**config.mk**
```make
export PLATFORM = sky130hd
export DESIGN_NAME = seg_scan_mux
export DESIGN_NICKNAME = d
export VERILOG_FILES = /design/src/rtl/seg_scan_mux.sv
export SDC_FILE = /design/constraint.sdc
export NUM_CORES = 1
export LEC_CHECK = 0
export CAP_MARGIN = 20
export CORE_MARGIN = 5
export CORE_UTILIZATION = 45
export DETAILED_ROUTE_END_ITERATION = 6
export GPL_ROUTABILITY_DRIVEN = 0
export HOLD_SLACK_MARGIN = 0.12
export PLACE_DENSITY = 0.73
export SETUP_SLACK_MARGIN = 0.3
export SLEW_MARGIN = 40
export SYNTH_ARGS = -nofsm -noshare
export SYNTH_HDL_FRONTEND = slang
export SYNTH_SLANG_ARGS = --single-unit
```
**constraint.sdc**
```tcl
create_clock -name clk -period 2.3 [get_ports clk]
set_clock_uncertainty 0.1 [all_clocks]
set_input_delay 0.23 -clock clk [delete_from_list [all_inputs] [get_ports clk]]
set_output_delay 0.23 -clock clk [all_outputs]
set_load 0.05 [all_outputs]
```
**src/rtl/seg_scan_mux.sv**
```systemverilog
// seg_scan_mux: time-multiplexed 7-segment driver for the board display.
//
// Takes NUM_FIELDS binary field values and scans NDIG = NUM_FIELDS*DIG_PER_FIELD
// digits with active-low segment and anode outputs. Each field is converted to
// BCD by a sequential double-dabble engine. The conversion works from a per-frame
// snapshot of the field values. Values of 10^DIG_PER_FIELD or more saturate to
// all 9s. Leading zeros can be blanked.
//
// Optional feature: define SEG_BLINK_EN to add the BLINK_FRAMES parameter and
// the blink_mask input. Digits whose mask bit is set go dark on alternate
// groups of BLINK_FRAMES frames.
//
// Ports:
//   clk        in   system clock
//   rst_n      in   asynchronous active-low reset
//   vals       in   field values, field f at [f*VAL_W +: VAL_W]
//   mode       in   0 numeric, 1 blank, 2 dash, 3 lamp test
//   dp_mask    in   per-digit decimal point enable (modes 0 and 2)
//   blink_mask in   per-digit blink enable (SEG_BLINK_EN only)
//   sig_c      out  segments, active low, {dp,g,f,e,d,c,b,a}
//   pos        out  digit anodes, active low, one-hot
//   frame_tick out  pulse on the last cycle of the last digit
//   conv_busy  out  BCD converter running
//
// Converter states:
//   state | meaning
//   IDLE  | waiting for a snapshot (reset release or frame_tick)
//   LOAD  | pick field fld from the snapshot, clear BCD, flag saturation
//   SHIFT | VAL_W double-dabble iterations
//   STORE | write the field's nibbles to the digit buffer, advance fld
module seg_scan_mux #(
  parameter int NUM_FIELDS    = 2,
  parameter int DIG_PER_FIELD = 2,
  parameter int VAL_W         = 7,
  parameter int SCAN_CYC      = 4000,
  parameter int LZ_BLANK      = 1
`ifdef SEG_BLINK_EN
  , parameter int BLINK_FRAMES = 64
`endif
) (
  input  logic                                  clk,
  input  logic                                  rst_n,
  input  logic [NUM_FIELDS*VAL_W-1:0]           vals,
  input  logic [1:0]                            mode,
  input  logic [NUM_FIELDS*DIG_PER_FIELD-1:0]   dp_mask,
`ifdef SEG_BLINK_EN
  input  logic [NUM_FIELDS*DIG_PER_FIELD-1:0]   blink_mask,
`endif
  output logic [7:0]                            sig_c,
  output logic [NUM_FIELDS*DIG_PER_FIELD-1:0]   pos,
  output logic                                  frame_tick,
  output logic                                  conv_busy
);

  localparam int NDIG  = NUM_FIELDS * DIG_PER_FIELD;
  localparam int CW    = (SCAN_CYC > 1) ? $clog2(SCAN_CYC) : 1;
  localparam int DW    = (NDIG > 1) ? $clog2(NDIG) : 1;
  localparam int FW    = (NUM_FIELDS > 1) ? $clog2(NUM_FIELDS) : 1;
  localparam int BW    = (VAL_W > 1) ? $clog2(VAL_W) : 1;
  localparam int BCD_W = 4 * DIG_PER_FIELD;
  localparam logic [63:0] SAT_LIM = 64'(10 ** DIG_PER_FIELD);
  // Any nibble above 9 decodes to a dark digit; 0xF is the canonical blank.
  localparam logic [3:0] NIB_BLANK = 4'hF;

  typedef enum logic [1:0] {IDLE, LOAD, SHIFT, STORE} conv_state_t;

  function automatic logic [7:0] seg_code(input logic [3:0] nib);
    case (nib)
      4'd0:    seg_code = 8'h3F;
      4'd1:    seg_code = 8'h06;
      4'd2:    seg_code = 8'h5B;
      4'd3:    seg_code = 8'h4F;
      4'd4:    seg_code = 8'h66;
      4'd5:    seg_code = 8'h6D;
      4'd6:    seg_code = 8'h7D;
      4'd7:    seg_code = 8'h07;
      4'd8:    seg_code = 8'h7F;
      4'd9:    seg_code = 8'h6F;
      default: seg_code = 8'h00;
    endcase
  endfunction

  // ---------------- scan counters ----------------
  logic [CW-1:0] cyc_cnt;
  logic [DW-1:0] dig_idx;
  logic          cyc_last;
  logic          dig_last;

  assign cyc_last   = (cyc_cnt == CW'(SCAN_CYC - 1));
  assign dig_last   = (dig_idx == DW'(NDIG - 1));
  assign frame_tick = cyc_last && dig_last;

  always_ff @(posedge clk or negedge rst_n) begin
    if (!rst_n) begin
      cyc_cnt <= '0;
      dig_idx <= '0;
    end else if (cyc_last) begin
      cyc_cnt <= '0;
      dig_idx <= dig_last ? '0 : dig_idx + 1'b1;
    end else begin
      cyc_cnt <= cyc_cnt + 1'b1;
    end
  end

  // ---------------- converter ----------------
  conv_state_t                 state;
  logic                        init_pend;
  logic [NUM_FIELDS*VAL_W-1:0] shadow;
  logic [FW-1:0]               fld;
  logic [BW-1:0]               bit_cnt;
  logic [VAL_W-1:0]            bin_sh;
  logic [BCD_W-1:0]            bcd;
  logic                        sat;
  logic [4*NDIG-1:0]           dig_buf;

  logic                        start;
  logic [VAL_W-1:0]            cur_val;
  logic [BCD_W-1:0]            bcd_adj;
  logic [BCD_W-1:0]            bcd_src;
  logic [BCD_W-1:0]            store_nib;
  logic                        lead;

  // init_pend makes the very first cycle after reset release start a conversion.
  assign start   = init_pend | frame_tick;
  assign cur_val = shadow[int'(fld)*VAL_W +: VAL_W];

  always_comb begin
    bcd_adj = bcd;
    for (int i = 0; i < DIG_PER_FIELD; i++) begin
      if (bcd[4*i +: 4] >= 4'd5)
        bcd_adj[4*i +: 4] = bcd[4*i +: 4] + 4'd3;
    end
  end

  // Nibbles to store for the current field: saturation first, then blank
  // the run of leading zeros while keeping the field's lowest digit.
  always_comb begin
    bcd_src   = sat ? {DIG_PER_FIELD{4'd9}} : bcd;
    store_nib = bcd_src;
    lead      = 1'b1;
    for (int d = DIG_PER_FIELD - 1; d >= 0; d--) begin
      lead = lead && (bcd_src[4*d +: 4] == 4'd0);
      if ((LZ_BLANK != 0) && (d > 0) && lead)
        store_nib[4*d +: 4] = NIB_BLANK;
    end
  end

  always_ff @(posedge clk or negedge rst_n) begin
    if (!rst_n) begin
      state     <= IDLE;
      conv_busy <= 1'b0;
      init_pend <= 1'b1;
      shadow    <= '0;
      fld       <= '0;
      bit_cnt   <= '0;
      bin_sh    <= '0;
      bcd       <= '0;
      sat       <= 1'b0;
      dig_buf   <= {NDIG{NIB_BLANK}};
    end else begin
      init_pend <= 1'b0;
      case (state)
        IDLE: begin
          // Only snapshot when idle, so a field can never be half old, half new.
          if (start) begin
            shadow    <= vals;
            fld       <= '0;
            state     <= LOAD;
            conv_busy <= 1'b1;
          end
        end
        LOAD: begin
          bin_sh  <= cur_val;
          bcd     <= '0;
          bit_cnt <= '0;
          sat     <= (64'(cur_val) >= SAT_LIM);
          state   <= SHIFT;
        end
        SHIFT: begin
          // Bits shifted out of the top only occur for saturated values.
          bcd     <= BCD_W'({bcd_adj, bin_sh[VAL_W-1]});
          bin_sh  <= bin_sh << 1;
          bit_cnt <= bit_cnt + 1'b1;
          if (bit_cnt == BW'(VAL_W - 1))
            state <= STORE;
        end
        STORE: begin
          dig_buf[int'(fld)*BCD_W +: BCD_W] <= store_nib;
          if (fld == FW'(NUM_FIELDS - 1)) begin
            fld       <= '0;
            state     <= IDLE;
            conv_busy <= 1'b0;
          end else begin
            fld   <= fld + 1'b1;
            state <= LOAD;
          end
        end
        default: begin
          state     <= IDLE;
          conv_busy <= 1'b0;
        end
      endcase
    end
  end

  // ---------------- optional blink ----------------
  logic dark;
`ifdef SEG_BLINK_EN
  localparam int FCW = $clog2(BLINK_FRAMES + 1);
  logic [FCW-1:0] frm_cnt;
  logic           blink_phase;

  always_ff @(posedge clk or negedge rst_n) begin
    if (!rst_n) begin
      frm_cnt     <= '0;
      blink_phase <= 1'b0;
    end else if (frame_tick) begin
      if (frm_cnt == FCW'(BLINK_FRAMES - 1)) begin
        frm_cnt     <= '0;
        blink_phase <= ~blink_phase;
      end else begin
        frm_cnt <= frm_cnt + 1'b1;
      end
    end
  end

  assign dark = blink_phase & blink_mask[dig_idx];
`else
  assign dark = 1'b0;
`endif

  // ---------------- output stage ----------------
  logic [3:0] cur_nib;
  logic       cur_dp;
  logic [7:0] seg_on;

  always_comb begin
    cur_nib = dig_buf[int'(dig_idx)*4 +: 4];
    cur_dp  = dp_mask[dig_idx];
    case (mode)
      2'd0:    seg_on = seg_code(cur_nib) | {cur_dp, 7'h00};
      2'd1:    seg_on = 8'h00;
      2'd2:    seg_on = {cur_dp, 7'h40};
      default: seg_on = 8'hFF;
    endcase
  end

  always_ff @(posedge clk or negedge rst_n) begin
    if (!rst_n) begin
      sig_c <= 8'hFF;
      pos   <= '1;
    end else begin
      sig_c <= dark ? 8'hFF : ~seg_on;
      pos   <= ~(NDIG'(1) << dig_idx);
    end
  end

endmodule

```
After elaboration in Yosys (flattened, before gate mapping)
Memory sizes are Yosys's and may differ from the RTL's.
Cells that the tools add are included.
Storage, ports and cells
  input port bits: 22
  bits in read-only memories: 112
  output and inout bits: 14
  register bits after elaboration: 80
  memories: 1
  logic and storage cells: 81
Memory list
  (name not given): depth 16, bits a word 7, rd ports 1, clocked after Yosys merged registers in 0, write ports 0, line 68  | case (nib)
Cells by class
  eq/ne operators: 11
  reduce and logical (&&, ||, !) cells: 10
  bitwise operators: 4
  $mul: 1
  shifts and indexed selects: 5
  mux-type cells: 24
  magnitude comparators: 4
  $add $sub $neg: 7
Operators by type and width (count)
  4-bit negator with 33-bit output: 1
  8-bit by 33-bit variable shift with 16-bit output (first input constant): 1
  8-bit by 33-bit indexed part select with 16-bit output: 1
  8-bit case mux with 3 select lines: 1
  16-bit bitwise mux: 1
  8-bit two-way mux: 2
  8-bit case mux with 2 select lines: 1
  16-bit by 5-bit indexed part select with 4-bit output: 1
  7-bit case mux with 2 select lines: 1
  14-bit by 5-bit indexed part select with 7-bit output: 1
  12-bit by 1-bit adder with 12-bit output (second input constant): 1
  12-bit == test (second input constant): 1
  12-bit two-way mux: 1
  2-bit == test (second input constant): 4
  4-bit by 3-bit greater-or-equal comparator with 1-bit output (second input constant): 2
  4-bit two-way mux: 2
  8-bit inverter: 1
  8-bit bitwise OR: 1
  2-bit case mux with 4 select lines: 1
  7-bit greater-or-equal comparator (second input constant): 1
  1-bit two-way mux: 6
  2-bit two-way mux: 3
  2-bit != test (second input constant): 3
  3-bit case mux with 2 select lines: 1
  21 further kinds: 27

Longest topological paths before layout
Gate-level depths: netlist of the first run.
An unclocked memory read counts as a cell.
  depth after elaboration: 6
  depth in mapped cells: 8
  gate-level depth less buffers: 7

Worst setup path after synthesis of the first run
OpenSTA, ideal clock, no wires.
  path kind: register to register
  from: register cyc_cnt[5]
  to: register shadow[10]
  required time: 2.075 ns
  setup time: 0.125 ns
  buffers on the path: 1
  setup slack: -0.083 ns
  data arrival time: 2.158 ns
  stages on the path, launching flop included: 6
  clock period less this slack: 2.383 ns
  cell sequence: dfrtp_1 > or3b_4 > nor4_4 > o21ai_2 > buf_6 > mux2_4
On the way
  longest elaborated chain between the ends: 4
Ends and longest elaborated chain
  start: declaration: line 84  | logic [CW-1:0] cyc_cnt;
  start signal: assignment: line 101  | cyc_cnt <= cyc_cnt + 1'b1;
  12-bit == test: line 89  | assign cyc_last = (cyc_cnt == CW'(SCAN_CYC - 1));
  1-bit logical AND: line 91  | assign frame_tick = cyc_last && dig_last;
  via frame_tick: line 51  | output logic frame_tick,
  1-bit bitwise OR: line 124  | assign start = init_pend | frame_tick;
  2-bit AND reduction (no line)
  end signal: assignment: line 166  | shadow <= vals;
  end: declaration: line 108  | logic [NUM_FIELDS*VAL_W-1:0] shadow;
The timed path passes the listed nets, and every way through them passes these cells.
A chain may end at the register's enable or synchronous reset.

Worst setup path after layout of the first run
  from: register cyc_cnt[0]
  to: output frame_tick
On the way
  longest elaborated chain between the ends: 2
Ends and longest elaborated chain (line)
  12-bit == test: 89
  1-bit logical AND: 91
  end: declaration: 51
No other way between the ends.

==> flow_summary_export.csv, run 1 <==
group,metric,value,unit
setup_path,rrSetupSlack,0.25,ns
power,power_per_cell_area,1100,mW/mm^2
sta,finalMaxSlewViolations,0,
synthesis,synth_xor_area_share,2.86,%
setup_path,cp_num_cells,5,
synthesis,postSynthAreaPerCell,11.3,um^2
die,dieHeight,104,um
detailed_routing,first_iter_violations,119,
synthesis,synthAdderAreaFrac,7.22,%
finish,fill_cells,737,
clock_network,clockRootBuffer,"clkbuf_8",
global_route,grt_max_degree,45,
setup_path,cp.arrival,1.74,ns
synthesis,ys_seq_area_share,51.1,%
setup_path,slowest_delay,0.43,ns
setup_path,crit_end,"frame_tick",
detailed_routing,vias_per_cell,5.30,
placement,portBuffers,35,
detailed_routing,drcViolationCount,0,
setup_path,ff2ff_path_depth,7,
sta,slew_headroom,65.5,%
detailed_routing,first_pass_iters,4,
synthesis,synthSimpleGateAreaFrac,10.6,%
die,die_w,104,um
finish,regArea,0.00204,mm^2
clock_network,cts_tree,"yes",
global_route,antenna_found_initial,0,
sta,maxClockFrequency,483,MHz
setup_path,cp.required,1.97,ns
setup_path,worst-setup-path-type,"register to output port",
finish,syn2layout_area_growth,23.8,%
synthesis,syn_nets,397,
sta,finalSetupTns,0,ns
synthesis,synth.mux.area_fraction,14.0,%
setup_path,crit_start,"cyc_cnt[0]",
sta,rsz0062_at_grt,"yes",
detailed_routing,wl,7760,um
run_status,status,"completed",
sta,hold_violations,0,
global_route,grt_pass1_vias,2806,
finish,num_antenna_cells,0,
clock_network,numCtsBuffers,9,
setup_path,path_cells,"ha_4 > nand4_1 > nor4_4 > buf_4 > buf_12",
placement,dp_hpwl,5060,um
synthesis,yosys_register_bits,80,
detailed_routing,wire_per_inst,14.9,um
global_route,grt_pass1_wl,13300,um
setup_path,critPathTopFamily,"simple AND/OR/NAND/NOR gates",
synthesis,yosys_warnings,0,
synthesis,synth_edf_count,0,
clock_network,htree_levels,3,
finish,final_util,56.9,%
sta,finalCritPeriodShare,90.0,%
setup_path,cp-start-kind,"register",
die,ios,36,
clock_network,cts_buffer_depth,2,
synthesis,synth_top_family_by_area,"multiplexers",
setup_path,reg2reg_from,"dig_idx[0]",
power,leakage,2.18,nW
clock_network,clkLatencyLatePin,0.36,ns
setup_path,path_max_fanout,4,
clock_network,clock_sinks,80,
clock_network,clk_pin_slew,0.08,ns
detailed_routing,vias,2765,
synthesis,synth_ff_type,"dfrtp_1",
die,fp-row-count,34,
detailed_routing,ant_nets,0,
power,vdd_ir_drop_max,0.627,mV
die,start_util,45.9,%
sta,hold_slack,0.293,ns
synthesis,syn_inst,352,
setup_path,crit_path_top_delay_cell,"dfrtp_1",
synthesis,synth_cell_type_count,52,
finish,multi_input_area,0.00187,mm^2
die,core-area,0.00868,mm^2
synthesis,synth_compound_area_share,10.0,%
global_route,grt.total_usage,14.8,%
setup_path,r2r_end,"sig_c[4]",
sta,setup_viol,0,
setup_path,critPathCaptureType,"output port",
global_route,overflow,0,
die,dieArea,0.0108,mm^2
sta,tightest_slew,0.516,ns
synthesis,synthesis.area,0.00399,mm^2
setup_path,cp_num_buf_inv,2,
synthesis,synthArstFlopShare,100,%
finish,nNetsFinal,454,
job,drv_cap,0,
hold_path,hold_class,"primary input to async pin",
finish,drive_above_1_share,27.8,%
sta,fin_crit,2.07,ns
flip-flops by register name (all words and copies together), names as in the netlist:
signal	cells
dig_buf	16
shadow	14
cyc_cnt	12
bcd	8
sig_c	8
bin_sh	7
pos	4
bit_cnt	3
dig_idx	2
state	2
conv_busy	1
fld	1
init_pend	1
sat	1
cell usage after synthesis (all sizes together), types with 5 or more instances:
cell	number	area [um^2]
dfrtp	51	1280
nand2	38	143
o21ai	34	174
dfstp	29	762
inv	27	101
ha	23	288
mux2	21	274
mux2i	17	170
nor2	16	60.1
a21oi	12	60.1
clkbuf	8	30.0
xor2	8	70.1
nand3	6	30.0
mux4	5	113
xnor2	5	43.8
layer usage:
metal	GRT usage (%)	vias up	share of wire [%]
met5	0	-	0
li1	-	1332	-
met2	23.3	55	49
met3	4.03	14	4.2
met4	5.64	0	1.9
met1	19.5	1364	45
report_power, final:
group / leakage [nW] / internal, mW / switching (mW)
registers: 0.942 / 1.91 / 0.277
clock network: 0.116 / 0.718 / 0.514
logic: 1.12 / 0.958 / 1.06
cell type report:
cell class / count / share of cell area [%]
multi-input combinational: 233 / 37.9
sequential: 80 / 41.3
clock inverter: 6 / 2.18
clock buffer: 10 / 2.59
tap: 108 / 2.74
inverter: 28 / 2.21
timing repair buffer: 57 / 11.1
repair_timing:
item                       in CTS  in global routing
cloned                          1                  0
setup endpoints to repair      31                 28
hold buffers                    1                  0
pin swaps                       2                 10
resized for setup              17                 17
setup buffers                   8                  4
hold endpoints to repair       36                  0
worst min path at each step:
stage	from	end	depth (start not counted)
after floorplan	rst_n	bcd[0]	0
after global placement	rst_n	dig_idx[0]	1
after detailed placement	rst_n	conv_busy	1
after CTS	rst_n	cyc_cnt[6]	2
after global routing	rst_n	dig_idx[1]	2
final	rst_n	conv_busy	2
layout by cell type, fill, tap and decap left out, types with 3 or more instances in the layout:
master            n
nand4_1           4
buf_4            17
nor2_1           16
a21oi_2           4
nand2b_1          4
nand3_1           6
o31ai_1           4
clkbuf_8          9
nor3_1            4
dlygate4sd2_1    12
mux2i_1          17
dfrtp_1          50
mux2_4           10
buf_12            3
xnor2_1           5
inv_2             3
nand2_1          38
a21oi_1           8
xor2_1            8
mux4_2            6
dfstp_2          29
ha_1             20
inv_1            24
buf_6             3
bufinv_16         3
clkdlybuf4s50_1  21
o21ai_0          32
mux2_2           11
kinds of logic (layout without fill, tap and decap cells):
group | Yosys count | in the layout
xor+xnor | 13 | 13
mux | 43 | 44
fa+ha+maj | 23 | 23
other cells | 1 | 1
simple gates | 86 | 86
buf+inv | 40 | 101
flops | 80 | 80
compound gates | 66 | 66
stage by stage:
step	cells	total power [mW]	cell area, um^2	setup slack [ns]
floorplan	352	3.59	3990	-0.0164
global placement	492	4.00	4500	0.0897
detailed placement	492	4.08	4510	0.150
CTS	518	5.36	4850	0.216
global route	522	5.81	4930	0.169
finish	522	5.44	4930	0.230
(Power assumes the default switching activity.)
==> inputs of run 2 (changes only) <==
Settings changed: CTS_BUF_LIST set to sky130_fd_sc_hd__clkbuf_4 sky130_fd_sc_hd__clkbuf_8.
==> run 2 against run 1 <==
Die area stayed put. Fmax is 0.56% higher. Combinational power hardly changed. Worst setup slack better by 0.012 ns. Sequential power hardly changed. Non-clock buffer count stayed put. First-iteration DRC count is 12% lower. Worst hold slack worse by 0.0085 ns. Cell area is 0.15% higher. Wire length is 0.73% lower. Total power is 0.19% higher. Clock power hardly changed.
==> flow_summary_export.csv, run 2 (synthesis gave the netlist of run 1 again) <==
group,metric,value,unit
global_route,grt_pass1_vias,2820,
setup_path,cp_num_buf_inv,2,
finish,num_antenna_cells,0,
clock_network,cts_buffer_depth,2,
finish,layout_common_cells,"dfrtp_1 (50), nand2_1 (38), o21ai_0 (32)",
die,start_util,45.9,%
finish,nNetsFinal,454,
setup_path,critPathTopFamily,"simple AND/OR/NAND/NOR gates",
clock_network,clkLatencyLatePin,0.35,ns
power,p_switching,1.85,mW
placement,dp_hpwl,5060,um
clock_network,htree_levels,3,
setup_path,crit_path_top_delay_cell,"dfrtp_1",
power,internal_power,3.60,mW
placement,portBuffers,35,
die,ios,36,
global_route,grt_max_degree,45,
setup_path,path_max_fanout,4,
global_route,overflow,0,
detailed_routing,first_iter_violations,105,
global_route,grt.total_usage,14.7,%
clock_network,clockRootBuffer,"clkbuf_8",
sta,hold_violations,0,
setup_path,path_cells,"ha_4 > nand4_1 > nor4_4 > buf_4 > buf_12",
detailed_routing,first_pass_iters,5,
die,core-area,0.00868,mm^2
die,fp-row-count,34,
sta,finalMaxSlewViolations,0,
power,swShare,34.0,%
power,power_per_cell_area,1100,mW/mm^2
finish,largest_reg_flops,16,
clock_network,numCtsBuffers,9,
sta,fin_crit,2.06,ns
sta,maxClockFrequency,486,MHz
die,dieArea,0.0108,mm^2
die,dieHeight,104,um
power,leakage,2.18,nW
finish,reg_top3,"dig_buf x16, shadow x14, cyc_cnt x12",
setup_path,reg2reg_from,"dig_idx[0]",
clock_network,cts_tree,"yes",
detailed_routing,ant_nets,0,
detailed_routing,vias,2754,
setup_path,cp-start-kind,"register",
global_route,grt_pass1_wl,13300,um
sta,finalSetupTns,0,ns
sta,hold_slack,0.284,ns
detailed_routing,wire_per_inst,14.8,um
sta,slew_headroom,65.5,%
sta,tightest_slew,0.516,ns
clock_network,clock_sinks,80,
power,p_comb_share,37.0,%
clock_network,clk_pin_slew,0.09,ns
finish,syn2layout_area_growth,23.9,%
setup_path,cp.arrival,1.73,ns
sta,finalCritPeriodShare,89.5,%
detailed_routing,drcViolationCount,0,
hold_path,hold_class,"primary input to async pin",
global_route,antenna_found_initial,0,
power,share_seq_of_total_power,40.2,%
setup_path,slowest_delay,0.43,ns
detailed_routing,vias_per_cell,5.28,
sta,rsz0062_at_grt,"yes",
finish,regMostFlops,"dig_buf",
finish,final_common_cell,"dfrtp_1",
setup_path,critPathCaptureType,"output port",
job,drv_cap,0,
die,die_w,104,um
detailed_routing,wl,7700,um
power,vdd_ir_drop_max,0.628,mV
setup_path,cp.required,1.97,ns
run_status,status,"completed",
finish,drive_above_1_share,28.3,%
setup_path,worst-setup-path-type,"register to output port",
setup_path,crit_start,"cyc_cnt[0]",
power,p_clk_share,22.8,%
sta,setup_viol,0,
[run 2: power by group through the flow]
stage / combinational [mW] / sequential (mW) / clock (mW)
2_1_floorplan: 1.38 / 2.21 / 0
3_3_place_gp: 1.81 / 2.19 / 0
3_5_place_dp: 1.88 / 2.20 / 0
4_1_cts: 1.92 / 2.19 / 1.26
5_1_grt: 2.25 / 2.25 / 1.32
6_report: 2.02 / 2.19 / 1.24
[run 2: cell type report]
| type | count | area (um^2) |
|---|---|---|
| timing repair buffer | 57 | 547 |
| clock buffer | 10 | 131 |
| inverter | 28 | 109 |
| sequential | 80 | 2040 |
| clock inverter | 6 | 108 |
| multi-input combinational | 233 | 1870 |
| tap | 108 | 135 |
| fill | 730 | 3740 |
[run 2: what timing repair did]
| item | 4_1_cts | 5_1_grt |
|---|---|---|
| gates cloned | 1 | 0 |
| setup buffers | 8 | 4 |
| pin swaps | 3 | 11 |
| endpoints found under the hold margin | 36 | 0 |
| hold buffers | 1 | 0 |
| setup endpoints to repair | 31 | 27 |
| gates resized for setup | 17 | 18 |
[run 2: path summary, 6_finish.rpt]
check                              endpoint  slack (ns)  depth (start not counted)
worst max-delay path             frame_tick        0.24                          5
worst min register to register  dig_buf[15]        0.39                          2
min in group clk                  shadow[0]        0.38                          2
max in group asynchronous        dig_buf[9]        1.17                          3
worst max register to register     sig_c[4]        0.25                          7
worst min-delay path             cyc_cnt[6]        0.28                          2
[run 2: layer usage]
metal / track usage (%) / vias to the layer above / share of wire [%]
li1: - / 1333 / -
met1: 19.3 / 1362 / 45
met2: 23.2 / 46 / 49
met3: 4.22 / 13 / 4.0
met4: 5.64 / 0 / 1.7
met5: 0 / - / 0
[run 2: stage by stage]
step,power [mW],std cells,util [%],worst slack (ns),instance area (um^2)
2_1_floorplan,3.59,352,-,-0.0164,3990
3_5_place_dp,4.08,492,52.0,0.150,4510
6_report,5.46,522,56.9,0.241,4940
4_1_cts,5.37,518,55.9,0.213,4850
3_3_place_gp,4.00,492,51.9,0.0897,4500
5_1_grt,5.82,522,56.9,0.161,4940
